<file path="config.mk">
export PLATFORM = sky130hd
export DESIGN_NAME = char_hp_ctrl_flat
export DESIGN_NICKNAME = d
export VERILOG_FILES = /design/src/rtl/char_pkg.sv /design/src/rtl/char_hp_ctrl_if.sv /design/src/rtl/char_hp_ctrl_rr_arbiter.sv /design/src/rtl/char_hp_ctrl.sv /design/src/flat_wrapper.sv
export SDC_FILE = /design/constraint.sdc
export NUM_CORES = 1
export LEC_CHECK = 0
export ABC_AREA = 1
export BUFFER_PORTS_ARGS = -buffer_cell sky130_fd_sc_hd__buf_2
export CAP_MARGIN = 30
export CORE_MARGIN = 5
export CORE_UTILIZATION = 56
export DETAILED_ROUTE_END_ITERATION = 6
export GPL_ROUTABILITY_DRIVEN = 0
export PLACE_DENSITY = 0.81
export SYNTH_ARGS = -nofsm -noshare
export SYNTH_HDL_FRONTEND = slang
export SYNTH_HIERARCHICAL = 1
export SYNTH_SLANG_ARGS = --single-unit
</file>
<file path="constraint.sdc">
create_clock -name clk -period 3.7 [get_ports clk]
set_input_delay 0.74 -clock clk [delete_from_list [all_inputs] [get_ports clk]]
set_output_delay 0.74 -clock clk [all_outputs]
set_load 0.01 [all_outputs]
</file>
<file path="src/rtl/char_pkg.sv">
// char_pkg: shared types and constants for the character health controller
package char_pkg;
  localparam int HP_W = 4;
  localparam logic [1:0] GAME_PLAY = 2'b01;
  typedef enum logic [1:0] {IDLE, LIVE, INVULN, DEAD} hp_state_e;
endpackage

</file>
<file path="src/rtl/char_hp_ctrl_if.sv">
// char_hp_ctrl_if: damage/heal request bus between requesters (master) and health controller (slave)
//   dmg_req/dmg_amt (NSRC sources, 4-bit amount slices), dmg_ack; heal_req/heal_amt, heal_ack
interface char_hp_ctrl_if #(parameter int NSRC = 4);
  logic [NSRC-1:0]   dmg_req;
  logic [4*NSRC-1:0] dmg_amt;
  logic [NSRC-1:0]   dmg_ack;
  logic              heal_req;
  logic [3:0]        heal_amt;
  logic              heal_ack;
  modport master (output dmg_req, dmg_amt, heal_req, heal_amt, input dmg_ack, heal_ack);
  modport slave  (input dmg_req, dmg_amt, heal_req, heal_amt, output dmg_ack, heal_ack);
endinterface

</file>
<file path="src/rtl/char_hp_ctrl_rr_arbiter.sv">
// rr_arbiter: round-robin pick of one requester, searching upward from ptr
//   req -> gnt (one-hot), idx (granted index), any (some request present)
module rr_arbiter #(
  parameter int N = 4,
  localparam int IW = $clog2(N)
) (
  input  logic [N-1:0]  req,
  input  logic [IW-1:0] ptr,
  output logic [N-1:0]  gnt,
  output logic [IW-1:0] idx,
  output logic          any
);
  always_comb begin
    idx = '0;
    any = 1'b0;
    for (int k = N - 1; k >= 0; k--) begin
      if (req[(int'(ptr) + k) % N]) begin
        idx = IW'((int'(ptr) + k) % N);
        any = 1'b1;
      end
    end
    gnt = any ? N'(1) << idx : '0;
  end
endmodule

</file>
<file path="src/rtl/char_hp_ctrl.sv">
// char_hp_ctrl: player HP register with round-robin damage arbitration, heal, i-frames and alive flag
//   clk, rst (async, active low), frame_tick, game_active, game_start, max_hp; bus (slave modport);
//   char_hp, alive, invuln, hit_pulse. Optional HP regen when CHAR_HP_REGEN_EN is defined.
module char_hp_ctrl
  import char_pkg::*;
#(
  parameter int NSRC     = 4,
  parameter int IFRAMES  = 30,
  parameter int REGEN_FR = 120
) (
  input  logic            clk,
  input  logic            rst,
  input  logic            frame_tick,
  input  logic [1:0]      game_active,
  input  logic            game_start,
  input  logic [HP_W-1:0] max_hp,
  char_hp_ctrl_if.slave   bus,
  output logic [HP_W-1:0] char_hp,
  output logic            alive,
  output logic            invuln,
  output logic            hit_pulse
);
  localparam int IW = $clog2(NSRC);
  if (NSRC < 2 || IFRAMES < 1 || IFRAMES > 255 || REGEN_FR < 1) begin : g_bad
    $error("char_hp_ctrl: parameter out of range");
  end
  hp_state_e state, state_n;
  logic [HP_W-1:0] hp_c, hp_n, max_q, max_n, amt, start_hp;
  logic [IW-1:0] ptr, ptr_n, gidx;
  logic [7:0] ifr, ifr_n;
  logic [NSRC-1:0] req_m, gnt, dack_n;
  logic gany, run, heal_ok, hack_n, hit_n;
  logic [HP_W:0] heal_sum;
  // a request whose ack is showing this cycle is the one just served, not a new hit
  assign req_m = bus.dmg_req & ~bus.dmg_ack;
  assign heal_ok = bus.heal_req & ~bus.heal_ack;
  assign run = game_active == GAME_PLAY;
  assign amt = bus.dmg_amt[HP_W*gidx +: HP_W];
  assign start_hp = max_hp == '0 ? HP_W'(1) : max_hp;
  assign heal_sum = {1'b0, char_hp} + {1'b0, bus.heal_amt};
  assign alive = state == LIVE || state == INVULN;
  assign invuln = state == INVULN;
  rr_arbiter #(.N(NSRC)) u_arb (.req(req_m), .ptr(ptr), .gnt(gnt), .idx(gidx), .any(gany));
  always_comb begin
    state_n = state;
    hp_c = char_hp;
    max_n = max_q;
    ptr_n = ptr;
    ifr_n = ifr;
    dack_n = '0;
    hack_n = 1'b0;
    hit_n = 1'b0;
    if (game_start) begin
      state_n = LIVE;
      hp_c = start_hp;
      max_n = start_hp;
      ifr_n = '0;
    end else if (state != IDLE && !run) begin
      state_n = IDLE;
    end else if (state == LIVE && gany) begin
      dack_n = gnt;
      hit_n = amt != '0;
      hp_c = amt >= char_hp ? '0 : char_hp - amt;
      ptr_n = gidx == IW'(NSRC - 1) ? '0 : gidx + 1'b1;
      state_n = amt >= char_hp ? DEAD : amt != '0 ? INVULN : LIVE;
      ifr_n = amt != '0 ? 8'(IFRAMES) : ifr;
    end else begin
      dack_n = (state == INVULN || state == DEAD) ? req_m : '0;
      hack_n = heal_ok && alive;
      hp_c = hack_n ? (heal_sum > {1'b0, max_q} ? max_q : heal_sum[HP_W-1:0]) : char_hp;
      if (state == INVULN && frame_tick) begin
        ifr_n = ifr - 1'b1;
        state_n = ifr <= 8'd1 ? LIVE : INVULN;
      end
    end
  end
`ifdef CHAR_HP_REGEN_EN
  localparam int RW = $clog2(REGEN_FR + 1);
  logic [RW-1:0] rg;
  logic rg_clr, rg_hit;
  assign rg_clr = game_start || !run || state != LIVE || gany || heal_ok;
  assign rg_hit = !rg_clr && frame_tick && rg == RW'(REGEN_FR - 1);
  assign hp_n = rg_hit && hp_c < max_q ? hp_c + 1'b1 : hp_c;
  always_ff @(posedge clk or negedge rst) begin
    if (!rst) rg <= '0;
    else rg <= (rg_clr || rg_hit) ? '0 : rg + RW'(frame_tick);
  end
`else
  assign hp_n = hp_c;
`endif
  always_ff @(posedge clk or negedge rst) begin
    if (!rst) begin
      state <= IDLE;
      char_hp <= '0;
      max_q <= '0;
      ptr <= '0;
      ifr <= '0;
      bus.dmg_ack <= '0;
      bus.heal_ack <= 1'b0;
      hit_pulse <= 1'b0;
    end else begin
      state <= state_n;
      char_hp <= hp_n;
      max_q <= max_n;
      ptr <= ptr_n;
      ifr <= ifr_n;
      bus.dmg_ack <= dack_n;
      bus.heal_ack <= hack_n;
      hit_pulse <= hit_n;
    end
  end
endmodule

</file>
<file path="src/flat_wrapper.sv">
// flat-port wrapper written by rule: the top's interface ports become plain ports
module char_hp_ctrl_flat import char_pkg::*;
#(
  parameter int NSRC     = 4,
  parameter int IFRAMES  = 30,
  parameter int REGEN_FR = 120
)
  (clk, rst, frame_tick, game_active, game_start, max_hp, char_hp, alive, invuln, hit_pulse, bus_dmg_req, bus_dmg_amt, bus_heal_req, bus_heal_amt, bus_dmg_ack, bus_heal_ack);
  char_hp_ctrl_if #(.NSRC(NSRC)) bus_i ();
  input  logic clk;
  input  logic rst;
  input  logic frame_tick;
  input  logic [1:0] game_active;
  input  logic game_start;
  input  logic [HP_W-1:0] max_hp;
  output logic [HP_W-1:0] char_hp;
  output logic alive;
  output logic invuln;
  output logic hit_pulse;
  input wire logic [$bits(bus_i.dmg_req)-1:0] bus_dmg_req;
  input wire logic [$bits(bus_i.dmg_amt)-1:0] bus_dmg_amt;
  input wire logic [$bits(bus_i.heal_req)-1:0] bus_heal_req;
  input wire logic [$bits(bus_i.heal_amt)-1:0] bus_heal_amt;
  output wire logic [$bits(bus_i.dmg_ack)-1:0] bus_dmg_ack;
  output wire logic [$bits(bus_i.heal_ack)-1:0] bus_heal_ack;
  assign bus_i.dmg_req = bus_dmg_req;
  assign bus_i.dmg_amt = bus_dmg_amt;
  assign bus_i.heal_req = bus_heal_req;
  assign bus_i.heal_amt = bus_heal_amt;
  assign bus_dmg_ack = bus_i.dmg_ack;
  assign bus_heal_ack = bus_i.heal_ack;
  char_hp_ctrl #(.NSRC(NSRC), .IFRAMES(IFRAMES), .REGEN_FR(REGEN_FR)) u_core (.clk(clk), .rst(rst), .frame_tick(frame_tick), .game_active(game_active), .game_start(game_start), .max_hp(max_hp), .bus(bus_i), .char_hp(char_hp), .alive(alive), .invuln(invuln), .hit_pulse(hit_pulse));
endmodule
</file>
## Word-level counts from Yosys, hierarchy flattened

Cells that the tools add are included.

- Bits in registers: 26
- Bits of input ports: 35
- Word-level logic and storage cells: 109

- Add/subtract/negate cells: 7
- Magnitude comparators: 7
- Eq/ne operators: 7
- Shifts and indexed selects: 2
- Multiplexer cells: 50
- Bitwise gates (word level): 9
- Reduce and logical (&&, ||, !) cells: 19

Operator list:

| cell | count |
|---|---|
| 4-bit 2-to-1 mux | 12 |
| 8-bit 2-to-1 mux | 5 |
| 2-bit 2-to-1 mux | 12 |
| 1-bit 2-to-1 mux | 17 |
| 16-bit by 5-bit variable part select with 4-bit output | 1 |
| 3-bit by 4-bit < comparator with 1-bit output, second input constant | 3 |
| 1-bit binary-select mux with 2-bit select | 4 |
| 8-bit by 1-bit less-or-equal comparator with 1-bit output, second input constant | 1 |
| 4-bit nonzero test | 2 |
| 8-bit by 1-bit subtractor with 8-bit output, second input constant | 1 |
| 2-bit == test, second input constant | 3 |
| 3-bit AND reduction | 2 |
| 3-bit nonzero test | 2 |
| 2-bit OR reduction | 3 |
| 4-bit by 4-bit adder with 5-bit output | 1 |
| 5-bit by 4-bit greater-than comparator with 1-bit output | 1 |
| 2-bit by 1-bit adder with 2-bit output, second input constant | 2 |
| 2-bit adder, second input constant | 2 |
| 4-bit bitwise AND | 1 |
| 2-bit by 1-bit == test with 1-bit output, second input constant | 2 |
| 4-bit >= comparator | 1 |
| 1-bit logical AND | 4 |
| 4-bit zero test | 1 |
| 4-bit inverter | 1 |
| other kinds (12) | 17 |

## Depth between registers and ports, before layout

- Depth in word-level cells: 17
- Gate-level depth with buffers: 26

## Modules after synthesis

The synthesis kept the hierarchy.

By module, submodules not included:

| module | times used | cells an instance | area each (um^2) |
|---|---|---|---|
| char_hp_ctrl | 1 | 284 | 2103.3 |
| rr_arbiter | 1 | 54 | 276.5 |

## Worst setup path before layout

Ideal clock, no wire load.

- Path kind: input to register
- From: input bus_dmg_req[3]
- To: register u_core.state[0]
- Setup time: 0.129 ns
- Arrival time: 2.962 ns
- Setup slack: 0.609 ns
- Cell stages on the path: 25
- Path buffers: 1
- Path through: inv_1 -> nor2_1 -> inv_1 -> nand2_1 -> nand3_2 -> nand2_1 -> inv_1 -> nand2_1 -> nand3_2 -> nand2_2 -> buf_6 -> inv_6 -> nand2_1 -> nand3_1 -> nand2_1 -> inv_1 -> ha_1 -> inv_1 -> fa_1 -> nand3_1 -> and2_0 -> nor2_1 -> nand2_1 -> o21ai_0 -> o21ai_0

- Word-level cells in the longest chain between the ends: 15
- Elaborated cells on any way between the ends: 30
- Classes of those cells: order compare (1); shift (1); mux (24); bitwise (1); reduce/logical (3)

Ends and longest elaborated chain:

| element | line | text |
|---|---|---|
| start, declared | flat_wrapper.sv:20 | `input wire logic [$bits(bus_i.dmg_req)-1:0] bus_dmg_req;` |
| 4-bit bitwise AND * | char_hp_ctrl.sv:35 | `assign req_m = bus.dmg_req & ~bus.dmg_ack;` |
| named net u_core.req_m[3] | char_hp_ctrl.sv:31 | `logic [NSRC-1:0] req_m, gnt, dack_n;` |
| 1-bit binary-select mux with 2-bit select | char_hp_ctrl_rr_arbiter.sv:17 | `if (req[(int'(ptr) + k) % N]) begin` |
| 1-bit 2-to-1 mux (not written as such) (2 in series) | char_hp_ctrl_rr_arbiter.sv:17 |  |
| 2-bit 2-to-1 mux (3 in series) | char_hp_ctrl_rr_arbiter.sv:17 |  |
| 2-bit 2-to-1 mux * | char_hp_ctrl_rr_arbiter.sv:17 |  |
| named net u_core.gidx[0] | char_hp_ctrl.sv:29 | `logic [IW-1:0] ptr, ptr_n, gidx;` |
| 16-bit by 5-bit variable part select with 4-bit output * | char_hp_ctrl.sv:38 | `assign amt = bus.dmg_amt[HP_W*gidx +: HP_W];` |
| parallel branches: the longest is 2 deep, another holds 4-bit >= comparator | - |  |
| 2-bit 2-to-1 mux * | char_hp_ctrl.sv:65 | `state_n = amt >= char_hp ? DEAD : amt != '0 ? INVULN : LIVE;` |
| 2-bit 2-to-1 mux * | char_hp_ctrl.sv:60 | `end else if (state == LIVE && gany) begin` |
| 2-bit 2-to-1 mux * | char_hp_ctrl.sv:58 | `end else if (state != IDLE && !run) begin` |
| 2-bit 2-to-1 mux * | char_hp_ctrl.sv:53 | `if (game_start) begin` |
| end signal, assigned | char_hp_ctrl.sv:102 | `state <= state_n;` |
| end, declared | char_hp_ctrl.sv:27 | `hp_state_e state, state_n;` |

Mark *: on every way through the listed nets, which the timed path passes. The select of a mux whose other input is x is not followed.
A chain may end at the register's enable or synchronous reset.

## Worst setup path after layout

Ends and elaborated chain as after synthesis.

==> results.txt <==
- CTS Hold Buffers Added: 0
* Buf+Inv Stages, Crit Path: 7
- Outcome: complete, no violations
- Registers are responsible for 18.9% of the overall power.
- Setup violations remaining at the end of the flow were counted as 0.
- The clock network accounts for 8.7% of the total power.
- The floorplan has 23 rows.
* Data arrival time of the critical path: 3.45 ns
- Pin slew with the least headroom to its limit: 0.589 ns
* Pre-CTS setup slack: 0.171 ns
- Final standard cell count with taps included and fillers excluded: 434
* Clock tree from TritonCTS: done
- Buffers added to address setup during post-CTS repair amount to 0.
- For this design the ratio of total power to cell area is 1010 mW/mm^2.
- Hold Fails Final Rpt: 0
- Synthesized area: between 0.002 and 0.0025 sq mm
- In the final design database the tool counted 441 nets.
- In this run the mean area of a mapped cell was 7.04 sq um.
- The path class of the tightest hold or removal check is input port to asynchronous set/reset pin.
- Post-CTS repair changed the size of 0 cells.
- Total Neg Setup Slack: 0 ns
* Antenna diodes: 0
- The die is 75.2 um tall.
- Core area: 0.00406 sq mm
- The number of antenna violations at the first check in global routing is 0.
* Number of iterations in the first detailed-routing pass: 4
* Power share of the combinational group: approximately 73%
- First-pass GRT wire length: 9310 um
- Maximum VDD drop: 0.000631 V
- Leading cell type in the layout, fill and taps excluded: sky130_fd_sc_hd__nand2_1
- Share of the clock period used by the worst path: 89.0%
- Post-synthesis net count: 394
- In the routed design, unresolved DRC markers number 0.
* Vias/cell: 5.33
- Relative area change from synthesis to final layout: 13.4%
- STA puts the critical path data required time at 3.86 ns.
* Sum of overflow across all layers after global routing: 0
- Setup repair after global routing left no endpoint under its margin.
- In the global route stage, overall resource usage came out at 20.8%.
- Clock transition at the registers of the reported paths: 0.09 ns
* Number of global-route vias before repair: 2228
* Antenna Violating Nets Remaining: 0
* Top Ports: 47
- CTS max path bufs: 2
- R2R Path Start: u_core/ptr[0]
* Num CTS Buffers: 3
- Cell internal power was estimated by the tool at 1.28 mW.
* Launching element of the worst setup path: bus_dmg_req[3]
- STA classifies the critical path startpoint as an input port.
- Final clock skew: 0.00168 ns
* Master cell of the clock root buffer: sky130_fd_sc_hd__clkbuf_8
- Once the floorplan was initialized, standard cells occupied 58.6% of the core.
- Of the total power, the share spent switching nets is 53.1%.
* FMAX: 304 MHz
- Slowest-stage cell, CP: sky130_fd_sc_hd__nand2_2
* Clock latency on the worst-skew pair: 0.27 ns
- For this run, the number of Yosys warnings is 6.
- CTS built an H-tree with a depth of 1.
- STA classifies the critical path endpoint as a flip-flop.
- Net load switching power: around 1.4 mW
- The design draws approximately 2.7 mW.
- Number of synthesized register bits: 26
- Gate Count Post-Synth: 338
- The routed layout has 2312 vias.
- In this design, the stage delay of the slowest critical-path cell is ~0.27 ns.
- Count of buffers inserted at the top-level ports: between 40 and 50
* Pleak: 1.49 nW
* Largest net degree at the start of global routing: 27
- Detailed placement finished with a half-perimeter wire length of 4290 um.
- Placed Instances: 430
- Largest driver fanout on the critical path: 13
- Kind of cell adding the most delay to the critical path: simple AND/OR/NAND/NOR gates
* Die area: 0.00565 sq mm
- Counting stages on the worst path, the most repeated cell is sky130_fd_sc_hd__nand2_1.
- For this design, the sink count on the clock tree is 26.
- After detailed routing, the average wire length per cell comes to 12.5 um.
* Worst relative slew slack: approximately three fifths
- Across the run, the number of max-cap violations was 0.
- From left edge to right edge, the die measures 75.2 um.
- Portion of the post-synthesis area used by sequential elements: around 27%
* Number of library cell types mapped by synthesis: 34
- The routed design has 5420 um of wire.
- The critical path is of the input port to flip-flop type.
- Of the cells placed in the final design, the portion with a size suffix greater than 1 is between 20% and 30%.
- Most frequent cells in the layout: sky130_fd_sc_hd__nand2_1 (84), sky130_fd_sc_hd__buf_2 (46), sky130_fd_sc_hd__inv_1 (41)
- The worst path needs 3.29 ns of the cycle, external delays included.
- Initial detailed-routing violation count: 151
* Final Worst Setup Slack: 0.407 ns
- Slew Limit Fails: 0
layout make-up:
cell class	count	area [sq um]
fill	354	1360
inverter	49	191
multi-input combinational	259	1490
clock inverter	1	30.0
tap	50	62.6
sequential	26	651
timing repair buffer	46	230
clock buffer	3	41.3
final timing paths:
kind / slack, ns / depth (start not counted) / end
worst max-delay path: 0.41 / 25 / u_core/state[0]
worst min-delay path: 0.46 / 1 / u_core/bus.dmg_ack[0]
worst max register to register: 0.56 / 22 / u_core/state[0]
worst min register to register: 0.49 / 1 / u_core/bus.dmg_ack[1]
max in group asynchronous: 2.86 / 1 / u_core/char_hp[3]
min in group clk: 0.49 / 1 / u_core/bus.dmg_ack[1]
layer usage:
layer / wire [um] / track usage [%] / vias up
li1: - / - / 1174
met1: 2320 / 25.8 / 1042
met2: 2660 / 37.1 / 78
met3: 302 / 2.54 / 18
met4: 140 / 6.80 / 0
met5: 0 / 0 / -
cell usage after synthesis, drive strengths merged:
| cell | instances | area, sq um |
|---|---|---|
| nand2 | 111 | 494 |
| inv | 49 | 191 |
| nand3 | 36 | 210 |
| nor2 | 36 | 150 |
| dfrtp | 26 | 651 |
| ha | 19 | 238 |
| o21ai | 15 | 86.3 |
| a21oi | 11 | 62.6 |
| o31ai | 6 | 45.0 |
| nand4 | 5 | 31.3 |
| xnor2 | 4 | 35.0 |
| buf | 3 | 42.5 |
| nor3 | 3 | 15.0 |
| or2 | 3 | 18.8 |
| fa | 2 | 40.0 |
| nand3b | 2 | 15.0 |
| o2111ai | 2 | 17.5 |
| a211oi | 1 | 12.5 |
| and2 | 1 | 6.26 |
| clkbuf | 1 | 3.75 |
| o211ai | 1 | 7.51 |
| o22ai | 1 | 6.26 |
worst register-to-register path: stages (launching register included):
cell,delay [ns]
sky130_fd_sc_hd__dfrtp_1,0.60
sky130_fd_sc_hd__inv_4,0.10
sky130_fd_sc_hd__nand2_4,0.09
sky130_fd_sc_hd__nand3_1,0.09
sky130_fd_sc_hd__nand2_1,0.09
sky130_fd_sc_hd__inv_1,0.05
sky130_fd_sc_hd__nand2_1,0.07
sky130_fd_sc_hd__nand3_2,0.09
sky130_fd_sc_hd__nand2_2,0.27
sky130_fd_sc_hd__inv_6,0.09
sky130_fd_sc_hd__nand2_1,0.07
sky130_fd_sc_hd__nand3_1,0.06
sky130_fd_sc_hd__nand2_1,0.11
sky130_fd_sc_hd__inv_1,0.05
sky130_fd_sc_hd__ha_1,0.17
sky130_fd_sc_hd__inv_1,0.08
sky130_fd_sc_hd__fa_1,0.21
sky130_fd_sc_hd__nand3_1,0.07
sky130_fd_sc_hd__and2_0,0.15
sky130_fd_sc_hd__nor2_1,0.12
sky130_fd_sc_hd__nand2_1,0.14
sky130_fd_sc_hd__o21ai_0,0.17
sky130_fd_sc_hd__o21ai_0,0.10
state kept, by name, summed over array words and instances, names as in the netlist:
signal	cells
u_core/bus.dmg_ack	4
u_core/bus.heal_ack	1
u_core/char_hp	4
u_core/hit_pulse	1
u_core/ifr	8
u_core/max_q	4
u_core/ptr	2
u_core/state	2
per-stage QoR:
stage	area [sq um]	util [%]	hold WS [ns]
detailed placement	2630	64.7	0.476
floorplan	2380	-	0.444
finish	2700	66.5	0.459
global placement	2630	64.7	0.471
global route	2700	66.5	0.494
CTS	2700	66.5	0.480
cells by family after synthesis:
family	Yosys count	synth area share, %
AOI/OAI and AO/OA	37	9.99
xor gates and xnor gates	4	1.47
adders and majority gates	21	11.7
buffers and inverters	53	9.99
DFF	26	27.3
and+or+nand+nor	197	39.5
power by group through the flow:
stage | Sequential [mW] | Clock (mW) | Combinational [mW]
global placement | 0.514 | 0 | 1.91
global route | 0.534 | 0.259 | 2.25
CTS | 0.514 | 0.245 | 1.98
finish | 0.515 | 0.237 | 1.98
floorplan | 0.497 | 0 | 1.64
detailed placement | 0.520 | 0 | 1.96
(Power assumes the default switching activity.)
